[src/rtl/bp_cacc_csr_slave.sv]
// CSR slave for the dot-product accelerator: terminates I/O CCE uncached commands,
// holds the 8 x 64b register window and sequences the engine start/done handshake.
module bp_cacc_csr_slave #(
  parameter int                       paddr_width_p   = 40,
  parameter int                       dword_width_p   = 64,
  parameter logic [paddr_width_p-1:0] csr_base_addr_p = '0
) (
  input  logic                     clk_i,
  input  logic                     reset_n_i,

  input  logic                     io_cmd_v_i,
  output logic                     io_cmd_ready_o,
  input  logic                     io_cmd_wr_i,
  input  logic [paddr_width_p-1:0] io_cmd_addr_i,
  input  logic [1:0]               io_cmd_size_i,
  input  logic [dword_width_p-1:0] io_cmd_data_i,

  output logic                     io_resp_v_o,
  input  logic                     io_resp_yumi_i,
  output logic                     io_resp_wr_o,
  output logic [paddr_width_p-1:0] io_resp_addr_o,
  output logic [1:0]               io_resp_size_o,
  output logic [dword_width_p-1:0] io_resp_data_o,

  output logic                     start_o,
  output logic [paddr_width_p-1:0] a_ptr_o,
  output logic [paddr_width_p-1:0] b_ptr_o,
  output logic [paddr_width_p-1:0] res_ptr_o,
  output logic [31:0]              len_o,
  input  logic                     done_i,
  input  logic [dword_width_p-1:0] result_i
);

  localparam logic S_IDLE = 1'b0;
  localparam logic S_RESP = 1'b1;
  localparam logic E_IDLE = 1'b0;
  localparam logic E_BUSY = 1'b1;

  localparam logic [2:0] CSR_START   = 3'd0;
  localparam logic [2:0] CSR_STATUS  = 3'd1;
  localparam logic [2:0] CSR_A_PTR   = 3'd2;
  localparam logic [2:0] CSR_B_PTR   = 3'd3;
  localparam logic [2:0] CSR_LEN     = 3'd4;
  localparam logic [2:0] CSR_RES_PTR = 3'd5;
  localparam logic [2:0] CSR_RESULT  = 3'd6;
  localparam logic [2:0] CSR_CLEAR   = 3'd7;

  logic                     cmd_state_q, cmd_state_d;
  logic                     eng_state_q, eng_state_d;
  logic                     start_q, start_d;
  logic                     done_q, done_d;
  logic                     err_q, err_d;
  logic [dword_width_p-1:0] a_ptr_q, a_ptr_d;
  logic [dword_width_p-1:0] b_ptr_q, b_ptr_d;
  logic [dword_width_p-1:0] res_ptr_q, res_ptr_d;
  logic [31:0]              len_q, len_d;
  logic [dword_width_p-1:0] result_q, result_d;

  logic                     resp_wr_q, resp_wr_d;
  logic [paddr_width_p-1:0] resp_addr_q, resp_addr_d;
  logic [1:0]               resp_size_q, resp_size_d;
  logic [dword_width_p-1:0] resp_data_q, resp_data_d;

  logic                     accept;
  logic                     busy;
  logic                     in_win;
  logic                     aligned;
  logic [2:0]               idx;
  logic                     wr_ok;
  logic                     err_set;
  logic                     ptr_reg;
  logic                     launch;
  logic [dword_width_p-1:0] rd_data;

  assign busy    = (eng_state_q == E_BUSY);
  assign accept  = io_cmd_v_i && (cmd_state_q == S_IDLE);
  // Base is 64B aligned, so window membership is a compare of the upper address bits.
  assign in_win  = (io_cmd_addr_i[paddr_width_p-1:6] == csr_base_addr_p[paddr_width_p-1:6]);
  assign aligned = (io_cmd_addr_i[2:0] == 3'b000);
  assign idx     = io_cmd_addr_i[5:3];
  assign wr_ok   = accept && io_cmd_wr_i && in_win && aligned && (io_cmd_size_i == 2'd3);
  assign ptr_reg = (idx == CSR_A_PTR) || (idx == CSR_B_PTR) ||
                   (idx == CSR_LEN)   || (idx == CSR_RES_PTR);
  assign launch  = wr_ok && (idx == CSR_START) && io_cmd_data_i[0];

  always_comb begin
    rd_data = '0;
    case (idx)
      CSR_STATUS:  rd_data = {{(dword_width_p-3){1'b0}}, err_q, done_q, busy};
      CSR_A_PTR:   rd_data = a_ptr_q;
      CSR_B_PTR:   rd_data = b_ptr_q;
      CSR_LEN:     rd_data = {{(dword_width_p-32){1'b0}}, len_q};
      CSR_RES_PTR: rd_data = res_ptr_q;
      CSR_RESULT:  rd_data = result_q;
      default:     rd_data = '0;
    endcase
  end

  always_comb begin
    err_set = 1'b0;
    if (accept) begin
      if (io_cmd_wr_i && (io_cmd_size_i != 2'd3)) err_set = 1'b1;
      if (!in_win || !aligned)                    err_set = 1'b1;
      if (wr_ok && ((idx == CSR_STATUS) || (idx == CSR_RESULT))) err_set = 1'b1;
      if (wr_ok && busy && ptr_reg)               err_set = 1'b1;
      if (launch && busy)                         err_set = 1'b1;
    end
  end

  always_comb begin
    a_ptr_d     = a_ptr_q;
    b_ptr_d     = b_ptr_q;
    len_d       = len_q;
    res_ptr_d   = res_ptr_q;
    result_d    = result_q;
    done_d      = done_q;
    err_d       = err_q;
    start_d     = 1'b0;
    eng_state_d = eng_state_q;

    if (wr_ok && !busy) begin
      case (idx)
        CSR_A_PTR:   a_ptr_d   = io_cmd_data_i;
        CSR_B_PTR:   b_ptr_d   = io_cmd_data_i;
        CSR_LEN:     len_d     = io_cmd_data_i[31:0];
        CSR_RES_PTR: res_ptr_d = io_cmd_data_i;
        default: ;
      endcase
    end

    if (wr_ok && (idx == CSR_CLEAR)) begin
      done_d = 1'b0;
      err_d  = 1'b0;
    end
    if (err_set) err_d = 1'b1;

    // A zero-length launch completes immediately without bothering the engine.
    if (launch && !busy) begin
      if (len_q != 32'd0) begin
        start_d     = 1'b1;
        eng_state_d = E_BUSY;
        done_d      = 1'b0;
      end else begin
        done_d   = 1'b1;
        result_d = '0;
      end
    end

    // Completion is applied last so it overrides a coincident CLEAR.
    if (busy && done_i) begin
      result_d    = result_i;
      done_d      = 1'b1;
      eng_state_d = E_IDLE;
    end
  end

  always_comb begin
    cmd_state_d = cmd_state_q;
    resp_wr_d   = resp_wr_q;
    resp_addr_d = resp_addr_q;
    resp_size_d = resp_size_q;
    resp_data_d = resp_data_q;
    if (accept) begin
      cmd_state_d = S_RESP;
      resp_wr_d   = io_cmd_wr_i;
      resp_addr_d = io_cmd_addr_i;
      resp_size_d = io_cmd_size_i;
      resp_data_d = (!io_cmd_wr_i && in_win && aligned) ? rd_data : '0;
    end else if ((cmd_state_q == S_RESP) && io_resp_yumi_i) begin
      cmd_state_d = S_IDLE;
    end
  end

  always_ff @(posedge clk_i or negedge reset_n_i) begin
    if (!reset_n_i) begin
      cmd_state_q <= S_IDLE;
      eng_state_q <= E_IDLE;
      start_q     <= 1'b0;
      done_q      <= 1'b0;
      err_q       <= 1'b0;
      a_ptr_q     <= '0;
      b_ptr_q     <= '0;
      len_q       <= '0;
      res_ptr_q   <= '0;
      result_q    <= '0;
      resp_wr_q   <= 1'b0;
      resp_addr_q <= '0;
      resp_size_q <= '0;
      resp_data_q <= '0;
    end else begin
      cmd_state_q <= cmd_state_d;
      eng_state_q <= eng_state_d;
      start_q     <= start_d;
      done_q      <= done_d;
      err_q       <= err_d;
      a_ptr_q     <= a_ptr_d;
      b_ptr_q     <= b_ptr_d;
      len_q       <= len_d;
      res_ptr_q   <= res_ptr_d;
      result_q    <= result_d;
      resp_wr_q   <= resp_wr_d;
      resp_addr_q <= resp_addr_d;
      resp_size_q <= resp_size_d;
      resp_data_q <= resp_data_d;
    end
  end

  assign io_cmd_ready_o = (cmd_state_q == S_IDLE);
  assign io_resp_v_o    = (cmd_state_q == S_RESP);
  assign io_resp_wr_o   = resp_wr_q;
  assign io_resp_addr_o = resp_addr_q;
  assign io_resp_size_o = resp_size_q;
  assign io_resp_data_o = resp_data_q;
  assign start_o        = start_q;
  assign a_ptr_o        = a_ptr_q[paddr_width_p-1:0];
  assign b_ptr_o        = b_ptr_q[paddr_width_p-1:0];
  assign res_ptr_o      = res_ptr_q[paddr_width_p-1:0];
  assign len_o          = len_q;

endmodule

[config.mk]
export PLATFORM = sky130hd
export DESIGN_NAME = bp_cacc_csr_slave
export DESIGN_NICKNAME = d
export VERILOG_FILES = /design/src/rtl/bp_cacc_csr_slave.sv
export SDC_FILE = /design/constraint.sdc
export NUM_CORES = 1
export LEC_CHECK = 0
export ABC_AREA = 1
export CAP_MARGIN = 5
export CORE_UTILIZATION = 44
export DETAILED_ROUTE_END_ITERATION = 12
export GPL_ROUTABILITY_DRIVEN = 0
export MAX_ROUTING_LAYER = met4
export PLACE_DENSITY_LB_ADDON = 0.3
export SKIP_CTS_REPAIR_TIMING = 1
export SLEW_MARGIN = 10
export SYNTH_ARGS = -nofsm -noshare
export SYNTH_HDL_FRONTEND = slang
export SYNTH_SLANG_ARGS = --single-unit
[constraint.sdc]
create_clock -name clk_i -period 1.6 [get_ports clk_i]
set_input_delay 0.24 -clock clk_i [delete_from_list [all_inputs] [get_ports clk_i]]
set_output_delay 0.24 -clock clk_i [all_outputs]
set_load 0.02 [all_outputs]
==> flow_results.xml <==
<?xml version="1.0" encoding="UTF-8"?>
<metrics>
  <group name="status">
    <metric name="run_status" unit="">finished, violations left</metric>
    <metric name="violated_checks" unit="">hold timing, setup timing</metric>
  </group>
  <group name="final_layout">
    <metric name="design.final.nets" unit="">2686</metric>
    <metric name="drive_gt1_share" unit="%">25.5</metric>
    <metric name="layout_common_cells" unit="">sky130_fd_sc_hd__nand2_1 (513), sky130_fd_sc_hd__dfrtp_1 (399), sky130_fd_sc_hd__dlymetal6s2s_1 (263)</metric>
    <metric name="fill_cells" unit="">2793</metric>
    <metric name="layout-area-overhead-vs-synth" unit="%">58.3</metric>
    <metric name="layout_commonest_cell" unit="">sky130_fd_sc_hd__nand2_1</metric>
    <metric name="final_design_area_no_fill" unit="mm²">0.0282</metric>
  </group>
  <group name="timing">
    <metric name="clock.fmax" unit="MHz">509</metric>
    <metric name="max_slew.worst_pin.slew" unit="ns">0.592</metric>
    <metric name="max_transition_viols_final" unit="">0</metric>
    <metric name="finalSetupViolations" unit="">355</metric>
    <metric name="timing.final.hold_violations" unit="">1</metric>
    <metric name="finalWorstSetupSlack" unit="ns">-0.366</metric>
    <metric name="hold-worst-slack" unit="ns">-0.00184</metric>
    <metric name="rsz0062_at_grt" unit="">true</metric>
    <metric name="timing.final.crit_share" unit="%">123</metric>
    <metric name="timing.slew.headroom" unit="%">60.5</metric>
    <metric name="final_period_minus_worst_setup_slack" unit="ns">1.97</metric>
    <metric name="timing.clock.skew" unit="ns">0.0275</metric>
  </group>
  <group name="die">
    <metric name="die-height" unit="µm">203</metric>
    <metric name="floorplan.initialDensity" unit="%">44.7</metric>
    <metric name="total_number_of_placement_rows" unit="">73</metric>
    <metric name="floorplan.core_area" unit="mm²">0.0398</metric>
    <metric name="io_pins" unit="">438</metric>
    <metric name="die_width" unit="µm">203</metric>
    <metric name="die_area" unit="mm²">0.0413</metric>
  </group>
  <group name="synth">
    <metric name="yosys_warnings" unit="">0</metric>
    <metric name="synth.yosys.seq_area_share" unit="%">56.2</metric>
    <metric name="synthesis.area_per_instance" unit="µm²">8.66</metric>
    <metric name="synth_enable_flop_cells" unit="">0</metric>
    <metric name="syn-num-nets" unit="">2232</metric>
    <metric name="synth_seq_cells" unit="">400</metric>
    <metric name="netlist_area" unit="mm²">0.0178</metric>
    <metric name="dominantRegCellSynth" unit="">sky130_fd_sc_hd__dfrtp_1</metric>
    <metric name="netlist_instances" unit="">2056</metric>
    <metric name="postSynth.asyncResetShare" unit="%">100</metric>
    <metric name="synth.distinct_cells" unit="">30</metric>
  </group>
  <group name="place">
    <metric name="hpwlAfterDp" unit="µm">40800</metric>
    <metric name="placement.io_buffers" unit="">437</metric>
    <metric name="placed_area" unit="mm²">0.0228</metric>
  </group>
  <group name="clocking">
    <metric name="cts.root.buffer_cell" unit="">sky130_fd_sc_hd__clkbuf_16</metric>
    <metric name="buffer_levels_on_the_longest_clock_path" unit="">3</metric>
    <metric name="cts_tree" unit="">yes</metric>
    <metric name="number_of_clock_buffers_inserted_by_tritoncts" unit="">43</metric>
    <metric name="insertion_delay" unit="ns">0.59</metric>
    <metric name="htree_levels" unit="">2</metric>
    <metric name="clkTransAtPathRegs" unit="ns">0.06</metric>
    <metric name="clkSinkCount" unit="">400</metric>
  </group>
  <group name="hold_path">
    <metric name="holdPathEnd" unit="">io_resp_addr_o[20]$_DFFE_PN0N_</metric>
    <metric name="hold_path_depth" unit="">3</metric>
    <metric name="worstHoldPathType" unit="">input port to register</metric>
    <metric name="hold_start" unit="">io_cmd_addr_i[20]</metric>
  </group>
  <group name="setup_path">
    <metric name="worstReg2RegEnd" unit="">res_ptr_q[16]$_DFFE_PN0P_</metric>
    <metric name="timing.critical_path.slowest_stage_cell" unit="">sky130_fd_sc_hd__clkdlybuf4s50_1</metric>
    <metric name="critical_path.cell_chain" unit="">clkdlybuf4s50_1 -&gt; nor2_2 -&gt; nand2_1 -&gt; nor2_2 -&gt; nand2_2 -&gt; nor2_4 -&gt; nand2_4 -&gt; nor2_4 -&gt; buf_12 -&gt; nand2_8 -&gt; clkbuf_16 -&gt; nand2_1 -&gt; o21ai_1</metric>
    <metric name="worst-setup-path-type" unit="">input port to register</metric>
    <metric name="critPathLaunchType" unit="">input port</metric>
    <metric name="critical_path.endpoint_type" unit="">register</metric>
    <metric name="timing.critical_path.required" unit="ns">2.04</metric>
    <metric name="cp_data_arrival_time" unit="ns">2.41</metric>
    <metric name="cp_max_fo" unit="">23</metric>
    <metric name="rr_startpoint" unit="">io_resp_v_o$_DFFE_PN0P_</metric>
    <metric name="rr_worst_depth" unit="">12</metric>
    <metric name="setup.reg_to_reg.worst_slack" unit="ns">-0.35</metric>
    <metric name="worst_path_largest_cell_delay" unit="ns">0.49</metric>
  </group>
  <group name="routing">
    <metric name="remaining_drc_errors" unit="">0</metric>
    <metric name="final_antenna_net_count" unit="">0</metric>
    <metric name="route.detailed.vias_per_inst" unit="">5.63</metric>
    <metric name="wl_per_cell" unit="µm">24.6</metric>
    <metric name="vias" unit="">17300</metric>
    <metric name="firstDrtPassIters" unit="">5</metric>
    <metric name="route.final.wire_length" unit="µm">75600</metric>
    <metric name="drt_iter0_drc" unit="">1629</metric>
  </group>
  <group name="global_route">
    <metric name="grt_start_max_net_pins" unit="">75</metric>
    <metric name="initial_antenna_violation_count" unit="">7</metric>
    <metric name="grtUsageTotal" unit="%">29.4</metric>
    <metric name="grt_pass1_wl" unit="µm">90600</metric>
    <metric name="grt_overflow_total" unit="">0</metric>
    <metric name="via_count_of_the_first_global_routing_pass" unit="">15900</metric>
  </group>
  <group name="power">
    <metric name="power.density" unit="mW/mm²">831</metric>
    <metric name="total_power" unit="mW">23.4</metric>
    <metric name="ir_worst_vdd" unit="µV">720</metric>
    <metric name="power.static_leakage" unit="nW">16.9</metric>
  </group>
  <group name="run">
    <metric name="timing.max_cap.violations" unit="">0</metric>
  </group>
</metrics>
[routing by layer]
metal  global-route usage, %  wire length, µm  vias to the layer above
met5                       -                0                        -
met4                    13.6             5520                        0
met3                    4.86             7220                      309
met2                    47.3            34900                     1079
met1                    36.5            28000                     8448
li1                        -                -                     7493
[cell families after synthesis]
| kind of cell | after synthesis | synth area share [%] |
|---|---|---|
| buf+inv | 416 | 12.2 |
| flops | 400 | 56.2 |
| simple gates | 782 | 17.5 |
| compound gates | 458 | 14.0 |
[where the power goes]
part	switching (mW)	internal [mW]
clock	4.28	5.82
combinational	1.47	1.13
sequential	0.223	10.5
total	5.98	17.4
[synth_stat cells (3+ instances only)]
| cell type | n | area, µm² |
|---|---|---|
| sky130_fd_sc_hd__buf_2 | 53 | 265 |
| sky130_fd_sc_hd__buf_6 | 11 | 124 |
| sky130_fd_sc_hd__nand3_1 | 77 | 385 |
| sky130_fd_sc_hd__buf_1 | 3 | 11.3 |
| sky130_fd_sc_hd__buf_4 | 123 | 923 |
| sky130_fd_sc_hd__o21ai_0 | 188 | 941 |
| sky130_fd_sc_hd__inv_1 | 172 | 646 |
| sky130_fd_sc_hd__dfrtp_1 | 400 | 10000 |
| sky130_fd_sc_hd__a211oi_1 | 30 | 225 |
| sky130_fd_sc_hd__clkbuf_1 | 51 | 191 |
| sky130_fd_sc_hd__nor2_1 | 32 | 120 |
| sky130_fd_sc_hd__nand2_1 | 653 | 2450 |
| sky130_fd_sc_hd__nand4_1 | 8 | 50.1 |
| sky130_fd_sc_hd__nor3_1 | 3 | 15.0 |
| sky130_fd_sc_hd__a221oi_1 | 32 | 280 |
| sky130_fd_sc_hd__o21ai_1 | 204 | 1020 |
[worst max path at each step]
stage                            startpoint                         to
floorplan           io_resp_v_o$_DFFE_PN0P_   result_q[10]$_DFFE_PN0P_
global placement          io_cmd_addr_i[28]   result_q[46]$_DFFE_PN0P_
detailed placement        io_cmd_addr_i[28]   result_q[52]$_DFFE_PN0P_
CTS                   len_o[25]$_DFFE_PN0P_   result_q[52]$_DFFE_PN0P_
global route              io_cmd_addr_i[18]  res_ptr_q[53]$_DFFE_PN0P_
finish                    io_cmd_addr_i[28]  res_ptr_q[16]$_DFFE_PN0P_
[sequential cells by signal, summed over array words and instances, names as in the netlist]
register	cells
a_ptr_q	64
b_ptr_q	64
busy	1
done_q	1
err_q	1
io_resp_addr_o	40
io_resp_data_o	64
io_resp_size_o	2
io_resp_v_o	1
io_resp_wr_o	1
len_o	32
res_ptr_q	64
result_q	64
start_o	1
[per-stage QoR]
step	TNS [ns]	util [%]	cells	worst slack, ns
after global routing	-113.63	70.8	3077	-0.445
after floorplan	-13.31	-	2056	-0.0786
after CTS	-142.51	60.8	2983	-0.508
after detailed placement	-273.13	57.2	2903	-0.854
final	-89.77	70.8	3077	-0.366
after global placement	-271.66	57.2	2903	-0.849
[final cells by class]
| class | count | area, µm² | share of cell area (%) |
|---|---|---|---|
| Sequential cell | 400 | 10000 | 35.5 |
| Clock buffer | 59 | 1250 | 4.43 |
| Tap cell | 525 | 657 | 2.33 |
| Timing Repair Buffer | 643 | 8040 | 28.5 |
| Inverter | 175 | 666 | 2.36 |
| Clock inverter | 21 | 185 | 0.657 |
| Multi-Input combinational cell | 1247 | 7360 | 26.1 |
| Antenna cell | 7 | 17.5 | 0.0622 |
[worst max-delay path: cells and delay by family]
family,cells,cell delay (ns)
buffers and inverters,3,0.94
AO/OA/AOI/OAI,1,0.06
AND/OR/NAND/NOR,9,1.16
No activity file was read; power rests on OpenSTA's default activity.
